[src/rtl/uart_mmio_bridge.sv]
// rtl/uart_mmio_bridge.sv - MMIO request/response to UART byte-register strobe bridge with paced TX FIFO
//
// Ports:
//   clk, reset                 clock, asynchronous active-high reset
//   req_valid/req_ready        single-outstanding MMIO request handshake
//   req_wen/req_addr/req_wdata request type (1 = write), register offset, write byte
//   resp_valid/resp_ready      response handshake
//   resp_rdata                 read data (0 for write acks)
//   uart_wen/waddr/wdata       one-cycle write strobe to the UART register model
//   uart_ren/raddr             one-cycle read strobe to the UART register model
//   uart_rdata                 read byte, valid the cycle after uart_ren
//   tx_level                   TX FIFO occupancy
//
// Optional feature: define UART_LSR_SYNTH_EN to answer LSR_ADDR reads locally
// from FIFO/gap state instead of forwarding them to the UART model.
module uart_mmio_bridge #(
    parameter int unsigned FIFO_DEPTH = 8,
    parameter int unsigned TX_GAP     = 4,
    parameter logic [7:0]  THR_ADDR   = 8'h00,
    parameter logic [7:0]  LSR_ADDR   = 8'h05
) (
    input  logic                          clk,
    input  logic                          reset,
    input  logic                          req_valid,
    output logic                          req_ready,
    input  logic                          req_wen,
    input  logic [7:0]                    req_addr,
    input  logic [7:0]                    req_wdata,
    output logic                          resp_valid,
    input  logic                          resp_ready,
    output logic [7:0]                    resp_rdata,
    output logic                          uart_wen,
    output logic [7:0]                    uart_waddr,
    output logic [7:0]                    uart_wdata,
    output logic                          uart_ren,
    output logic [7:0]                    uart_raddr,
    input  logic [7:0]                    uart_rdata,
    output logic [$clog2(FIFO_DEPTH):0]   tx_level
);

    localparam int AW = $clog2(FIFO_DEPTH);
    localparam int CW = AW + 1;
    localparam int GW = (TX_GAP > 0) ? $clog2(TX_GAP + 1) : 1;

`ifdef UART_LSR_SYNTH_EN
    localparam bit LSR_SYNTH = 1'b1;
`else
    localparam bit LSR_SYNTH = 1'b0;
`endif

    typedef enum logic [1:0] {
        IDLE,
        RD_WAIT,
        RESP
    } state_t;

    state_t          state_q, state_d;
    logic [CW-1:0]   count_q, count_d;
    logic [AW-1:0]   wr_ptr_q, wr_ptr_d;
    logic [AW-1:0]   rd_ptr_q, rd_ptr_d;
    logic [GW-1:0]   gap_q, gap_d;
    logic [7:0]      resp_rdata_q, resp_rdata_d;
    logic [7:0]      mem_q [FIFO_DEPTH];

    logic            fifo_empty, fifo_full, gap_zero;
    logic            is_thr_wr, is_lsr_rd, in_idle;
    logic            accept, push, drain, direct_wr, direct_rd;
    logic [7:0]      lsr_status;

    assign fifo_empty = (count_q == '0);
    assign fifo_full  = (count_q == CW'(FIFO_DEPTH));
    assign gap_zero   = (gap_q == '0);

    assign is_thr_wr  = req_wen && (req_addr == THR_ADDR);
    assign is_lsr_rd  = LSR_SYNTH && !req_wen && (req_addr == LSR_ADDR);
    // Gating with reset keeps req_ready (and every strobe derived from it) low while reset is held.
    assign in_idle    = (state_q == IDLE) && !reset;

    // Direct UART accesses require an empty FIFO and the drain requires a
    // non-empty one, so the two can never both drive uart_wen in one cycle.
    assign drain      = !fifo_empty && gap_zero;

    always_comb begin
        req_ready = 1'b0;
        if (in_idle) begin
            if (is_thr_wr) begin
                req_ready = !fifo_full;
            end else begin
                req_ready = is_lsr_rd || fifo_empty;
            end
        end
    end

    assign accept    = req_valid && req_ready;
    assign push      = accept && is_thr_wr;
    assign direct_wr = accept && req_wen && !is_thr_wr;
    assign direct_rd = accept && !req_wen && !is_lsr_rd;

    assign lsr_status = {1'b0, fifo_empty && gap_zero, fifo_empty, 5'b0_0000};

    // UART strobes: drained THR byte or direct access; address/data forced to 0 when idle.
    always_comb begin
        uart_wen   = drain || direct_wr;
        uart_waddr = 8'h00;
        uart_wdata = 8'h00;
        if (drain) begin
            uart_waddr = THR_ADDR;
            uart_wdata = mem_q[rd_ptr_q];
        end else if (direct_wr) begin
            uart_waddr = req_addr;
            uart_wdata = req_wdata;
        end
        uart_ren   = direct_rd;
        uart_raddr = direct_rd ? req_addr : 8'h00;
    end

    // FIFO pointers, occupancy and drain pacing.
    always_comb begin
        wr_ptr_d = wr_ptr_q;
        rd_ptr_d = rd_ptr_q;
        count_d  = count_q;
        gap_d    = gap_q;
        if (push) begin
            wr_ptr_d = wr_ptr_q + AW'(1);
        end
        if (drain) begin
            rd_ptr_d = rd_ptr_q + AW'(1);
            gap_d    = GW'(TX_GAP);
        end else if (!gap_zero) begin
            gap_d    = gap_q - GW'(1);
        end
        case ({push, drain})
            2'b10:   count_d = count_q + CW'(1);
            2'b01:   count_d = count_q - CW'(1);
            default: count_d = count_q;
        endcase
    end

    // Request FSM next state and response data.
    always_comb begin
        state_d      = state_q;
        resp_rdata_d = resp_rdata_q;
        case (state_q)
            IDLE: begin
                if (accept) begin
                    state_d      = direct_rd ? RD_WAIT : RESP;
                    resp_rdata_d = is_lsr_rd ? lsr_status : 8'h00;
                end
            end
            RD_WAIT: begin
                state_d      = RESP;
                resp_rdata_d = uart_rdata;
            end
            RESP: begin
                if (resp_ready) begin
                    state_d = IDLE;
                end
            end
            default: begin
                state_d = IDLE;
            end
        endcase
    end

    always_ff @(posedge clk or posedge reset) begin
        if (reset) begin
            state_q      <= IDLE;
            count_q      <= '0;
            wr_ptr_q     <= '0;
            rd_ptr_q     <= '0;
            gap_q        <= '0;
            resp_rdata_q <= 8'h00;
        end else begin
            state_q      <= state_d;
            count_q      <= count_d;
            wr_ptr_q     <= wr_ptr_d;
            rd_ptr_q     <= rd_ptr_d;
            gap_q        <= gap_d;
            resp_rdata_q <= resp_rdata_d;
        end
    end

    // Storage needs no reset: occupancy alone decides what is valid.
    always_ff @(posedge clk) begin
        if (push) begin
            mem_q[wr_ptr_q] <= req_wdata;
        end
    end

    assign resp_valid = (state_q == RESP);
    assign resp_rdata = resp_rdata_q;
    assign tx_level   = count_q;

endmodule

[config.mk]
export PLATFORM = sky130hd
export DESIGN_NAME = uart_mmio_bridge
export DESIGN_NICKNAME = d
export VERILOG_FILES = /design/src/rtl/uart_mmio_bridge.sv
export SDC_FILE = /design/constraint.sdc
export NUM_CORES = 1
export LEC_CHECK = 0
export ABC_AREA = 0
export CORE_MARGIN = 3
export CORE_UTILIZATION = 28
export CTS_CLUSTER_DIAMETER = 120
export DETAILED_ROUTE_END_ITERATION = 8
export GPL_TIMING_DRIVEN = 0
export SLEW_MARGIN = 10
export SYNTH_ARGS = -nofsm -noshare
export SYNTH_HDL_FRONTEND = slang
export SYNTH_SLANG_ARGS = --single-unit
[constraint.sdc]
create_clock -name clk -period 3.6 [get_ports clk]
set_input_delay 0.54 -clock clk [delete_from_list [all_inputs] [get_ports clk]]
set_output_delay 0.54 -clock clk [all_outputs]
set_load 0.03 [all_outputs]
* After elaboration in Yosys (flattened, before gate mapping)
Memory sizes are Yosys's and may differ from the RTL's.
Cells that the tools add are included.
** Operators by class
- Add/subtract/negate cells :: 5
- $mul :: 0
- Divide/modulo/power cells :: 0
- $lt $le $gt $ge :: 0
- Equality and inequality tests :: 8
- Shift operators :: 0
- Multiplexer cells :: 18
- Bitwise logic cells :: 0
- Reductions and logical operators :: 22
** Operator list (count)
- two-way mux 8 bit :: 6
- case mux 8 bit (2 select lines) :: 1
- logical AND 1 bit :: 8
- logical NOT 8 bit :: 1
- case mux 4 bit (2 select lines) :: 1
- adder 3 x 1 -> 3 bit (second input constant) :: 2
- two-way mux 2 bit :: 3
- two-way mux 3 bit :: 2
- case mux 2 bit (3 select lines) :: 1
- logical NOT 1 bit :: 5
- adder 4 x 1 -> 4 bit (second input constant) :: 1
- equality test 2 x 1 -> 1 bit (second input constant) :: 2
- equality test 2 bit (second input constant) :: 2
- equality test 4 bit (second input constant) :: 1
- logical NOT 4 bit :: 1
- two-way mux 1 bit :: 4
- inequality test 2 x 1 -> 1 bit (second input constant) :: 2
- AND reduction 2 bit :: 2
- nonzero test 2 bit :: 2
- subtractor 4 x 1 -> 4 bit (second input constant) :: 1
- logical NOT 3 bit :: 1
- subtractor 3 x 1 -> 3 bit (second input constant) :: 1
- logical NOT 2 bit :: 1
- inequality test 2 bit (second input constant) :: 1
- logical OR 1 bit :: 1
** Storage, ports and cells
- Register bits after elaboration :: 23
- Bits in latches :: 0
- Memory bits (writable) :: 64
- Bits in read-only memories :: 0
- Input port bits :: 29
- Output and inout port bits :: 40
- Word-level logic and storage cells :: 60
- Memories kept :: 1
** Memories
- mem_q :: words 8, bits a word 8, rd ports 1, clocked after Yosys merged registers in 0, wr ports 1, line 63 : logic [7:0] mem_q [FIFO_DEPTH];

* Depth between registers and ports, before layout
- Depth after elaboration :: 9
- Mapped depth :: 13

* Least setup slack after synthesis
OpenSTA, ideal clock, no wires.
- Path kind :: register to output
- Start :: register count_q[1], in the netlist tx_level[1]
- End :: output req_ready
- Arrival time :: 2.863 ns
- Required time :: 3.060 ns
- Setup slack :: 0.197 ns
- Stages on the path, launching flop included :: 5
- Path buffers :: 2
- Path through :: dfrtp_1 buf_6 or4_4 buf_6 a2111oi_0
** On the way
- Word-level cells in the longest chain between the ends :: 4
** RTL lines
- start, declared :: line 58 : logic [CW-1:0] count_q, count_d;
- start signal, assigned :: line 175 : count_q <= count_d;
- equality test 4 bit :: line 71 : assign fifo_full = (count_q == CW'(FIFO_DEPTH));
- logical NOT 1 bit :: line 87 : req_ready = !fifo_full;
- two-way mux 1 bit * :: line 86 : if (is_thr_wr) begin
- two-way mux 1 bit * :: line 85 : if (in_idle) begin
- end, declared :: line 25 : output logic req_ready,
Mark *: on every way between the ends. The rest lies on a longest branch, timed or not.

* Worst setup path after layout
- Start :: input req_wen
- End :: output uart_raddr[2]
** On the way
- Word-level cells in the longest chain between the ends :: 6
** RTL lines
- start, declared :: line 26 : input logic req_wen,
- logical AND 1 bit :: line 74 : assign is_thr_wr = req_wen && (req_addr == THR_ADDR);
- two-way mux 1 bit :: line 86
- two-way mux 1 bit :: line 85
- logical AND 1 bit :: line 94 : assign accept = req_valid && req_ready;
- logical AND 1 bit * :: line 97 : assign direct_rd = accept && !req_wen && !is_lsr_rd;
- two-way mux 8 bit * :: line 114 : uart_raddr = direct_rd ? req_addr : 8'h00;
- end, declared :: line 36 : output logic [7:0] uart_raddr,
Marked as above.

==> metrics <==
crit path cell chain clkdlybuf4s50_1 -> nor4b_2 -> nand4b_1 -> buf_4 -> a211oi_4 -> and2_1 -> clkdlybuf4s50_1; initial core utilization 0.289; post-route ant nets 0; Clock Tree Root clkbuf_16; Leak 0.00188 uW; maximum VDD drop ~0.3 mV; total core area about 13000 um2; post-route DRC violation count 0; total power between 3000 and 4000 uW; Final Skew between 0.008 and 0.009 ns; layout cells sized above 1 0.162; # clock sinks 87; asr flop ratio synth 0.264; Worst path depth 7; antenna diode count 0; P per Cell Area ~680 nW/um2; Worst Hold Depth 1; synthesized area 3860 um2; Total Die Area 15200 um2; crit start category input port; initial antenna violation count 0; unrepaired setup endpoints after global routing false; crit path max-delay cell type clkdlybuf4s50_1; clock latency on the worst-skew pair 0.33 ns; Layout area overhead 31.8%; crit path kind in2out; Fin. Hold Viols 0; predominant post-synthesis flop cell edfxtp_1; Max Root-Sink Buffers 2; post-synth top area share 0.498; Ports a little under 70; max frequency ~290 MHz; Die X about 120 um; reg-to-reg slack, setup ~0.7 ns; Vias per Instance roughly 4.6; largest net degree at the start of global routing 24; most used cell, CP clkdlybuf4s50_1; Die Height 123 um; Post-synth EDFFs 64; Seq cells post-synth between 80 and 90; grt ovf 0; Clock Pin Slew Worst Setup and Hold Paths about 0.060 ns; Critical Path AT ~2.9 ns; Syn. warnings 0; # nets final approximately 360; final setup violation count 0; final period utilization 0.967; clock period minus worst slack approximately 3.5 ns; GP Congestion 0.705; Worst path top cell family by delay buffers and inverters; crit path capture type output port; Cell variety after synth between 40 and 50; Hold WS around 0.50 ns; Hold/Removal Path Class reg2reg; Max-slew headroom 0.400; drt pass-1 iters 4; vias 2296; max cap viols 0; Gate Count Post-Synth 243; Slew @ Worst Pin between 0.8 and 0.9 ns; GRT Util Overall 0.110; status completed; CP required between 3 and 4 ns; Starting DRT DRC Count 135; vias in the first global route approximately 2.4k; Post-Route WL approximately 8000 um; Final Max Tran Viols 0; first-pass GRT wire length 12500 um; Final HPWL DP around 5700 um; total CTS buffers 9; H-Tree Depth 3; syn_nets roughly 280; Crit Path Max Fanout 9; largest stage delay on the critical path between 0.6 and 0.7 ns; Rows 42; Routed wire per std cell around 16 um; Worst Path Buf+Inv 3; CTS tree yes; top post-synthesis cells by area edfxtp_1 (50%), dfrtp_1 (15%), mux4_2 (9.3%); worst reg2reg path depth 10; cell taking the most area after synthesis edfxtp_1; port bufs slightly below 70; synthesized area per cell between 15 and 20 um2; post-synthesis sequential area ratio 0.647
[per-layer routing]
metal  wire, um  GRT usage  share of wire  vias to the layer above
li1           -          -              -                     1090
met1       3560      0.137           0.44                     1149
met2       3870      0.177           0.48                       49
met3        423     0.0293          0.053                        8
met4        151     0.0540          0.019                        0
met5          0          0              0                        -
[sequential cells by signal, indices dropped and copies added (netlist names)]
register	flops
wr_ptr_q	3
resp_rdata	8
rd_ptr_q	3
state_q	2
tx_level	4
gap_q	3
mem_q	64
[path summary, 6_finish.rpt]
path,from,end
max,req_wen,uart_raddr[2]
min,gap_q[0]$_DFFE_PP0P_,gap_q[0]$_DFFE_PP0P_
max reg2reg,state_q[1]$_DFFE_PP0P_,tx_level[2]$_DFFE_PP0P_
min reg2reg,gap_q[0]$_DFFE_PP0P_,gap_q[0]$_DFFE_PP0P_
max in group asynchronous,reset,tx_level[3]$_DFFE_PP0P_
min in group asynchronous,reset,state_q[0]$_DFFE_PP0P_
[power by group]
part           switching, uW  internal, uW
registers               79.0          1180
clock network            366           535
logic                    682           599
[layout by cell type, fill, tap and decap left out, types with 4 or more instances in the layout]
cell type | netlist | final
nand2_1 | 5 | 5
nor2b_1 | 4 | 4
clkbuf_16 | 0 | 9
dfrtp_1 | 23 | 23
and2_1 | 16 | 16
inv_1 | 4 | 4
mux4_2 | 16 | 16
xor2_1 | 4 | 4
ha_1 | 7 | 7
edfxtp_1 | 64 | 64
dlygate4sd2_1 | 0 | 17
nor2_1 | 18 | 18
a21oi_1 | 4 | 4
a221o_1 | 8 | 8
and3_1 | 9 | 9
buf_6 | 5 | 5
mux2i_1 | 8 | 8
xnor2_1 | 5 | 5
clkdlybuf4s50_1 | 0 | 51
[worst reg2reg max path: cells and delay by family (launching register included)]
| kind | cells | cell delay, ns |
|---|---|---|
| simple gates | 3 | 0.93 |
| fa+ha+maj | 2 | 0.50 |
| xor+xnor | 3 | 0.47 |
| compound gates | 2 | 0.45 |
| flops | 1 | 0.42 |
[kinds of logic after synthesis]
| kind of cell | count (synthesis) | synth area share |
|---|---|---|
| flops | 87 | 0.647 |
| simple gates | 73 | 0.111 |
| mux | 27 | 0.123 |
| compound gates | 24 | 0.0493 |
| buf+inv | 16 | 0.0266 |
| xor+xnor | 9 | 0.0204 |
| fa+ha+maj | 7 | 0.0227 |
[cells in the mapped netlist, drive strengths merged (2+ instances only)]
master  number
nand2        5
mux4        16
o21ai        3
nor3         5
o22ai        2
nor2b        5
edfxtp      64
clkbuf       3
buf          9
xnor2        5
a211oi       3
nand2b       3
xor2         4
and3         9
mux2i        8
and2        17
a21oi        4
nand3        2
nor2        18
inv          4
or2          2
ha           7
mux2         3
nand4b       2
dfrtp       23
a221o        8
[through the flow]
step / util / setup TNS, ns / setup WS [ns] / cell area, um2 / instances
after floorplan: - / 0 / 0.197 / 3860 / 243
after global placement: 0.357 / -6.59 / -0.288 / 4760 / 487
after detailed placement: 0.358 / -6.09 / -0.410 / 4770 / 487
after CTS: 0.381 / 0 / 0.00260 / 5080 / 503
after global routing: 0.381 / 0 / 0.00809 / 5090 / 503
final: 0.381 / 0 / 0.117 / 5090 / 503
[repair_timing]
action                     4_1_cts  5_1_grt
setup buffers                    2        0
hold buffers                     0        0
gates resized for setup         21        1
pin swaps                        2        0
setup endpoints to repair       26        9
[final cells by class]
class	instances	area [um2]
Tap cell	176	220
Buffer	11	85.1
Clock buffer	10	229
Timing Repair Buffer	70	687
Multi-Input combinational cell	140	1300
Sequential cell	87	2500
Clock inverter	5	56.3
Fill cell	1247	8260
Inverter	4	15.0
(Power assumes the default switching activity.)
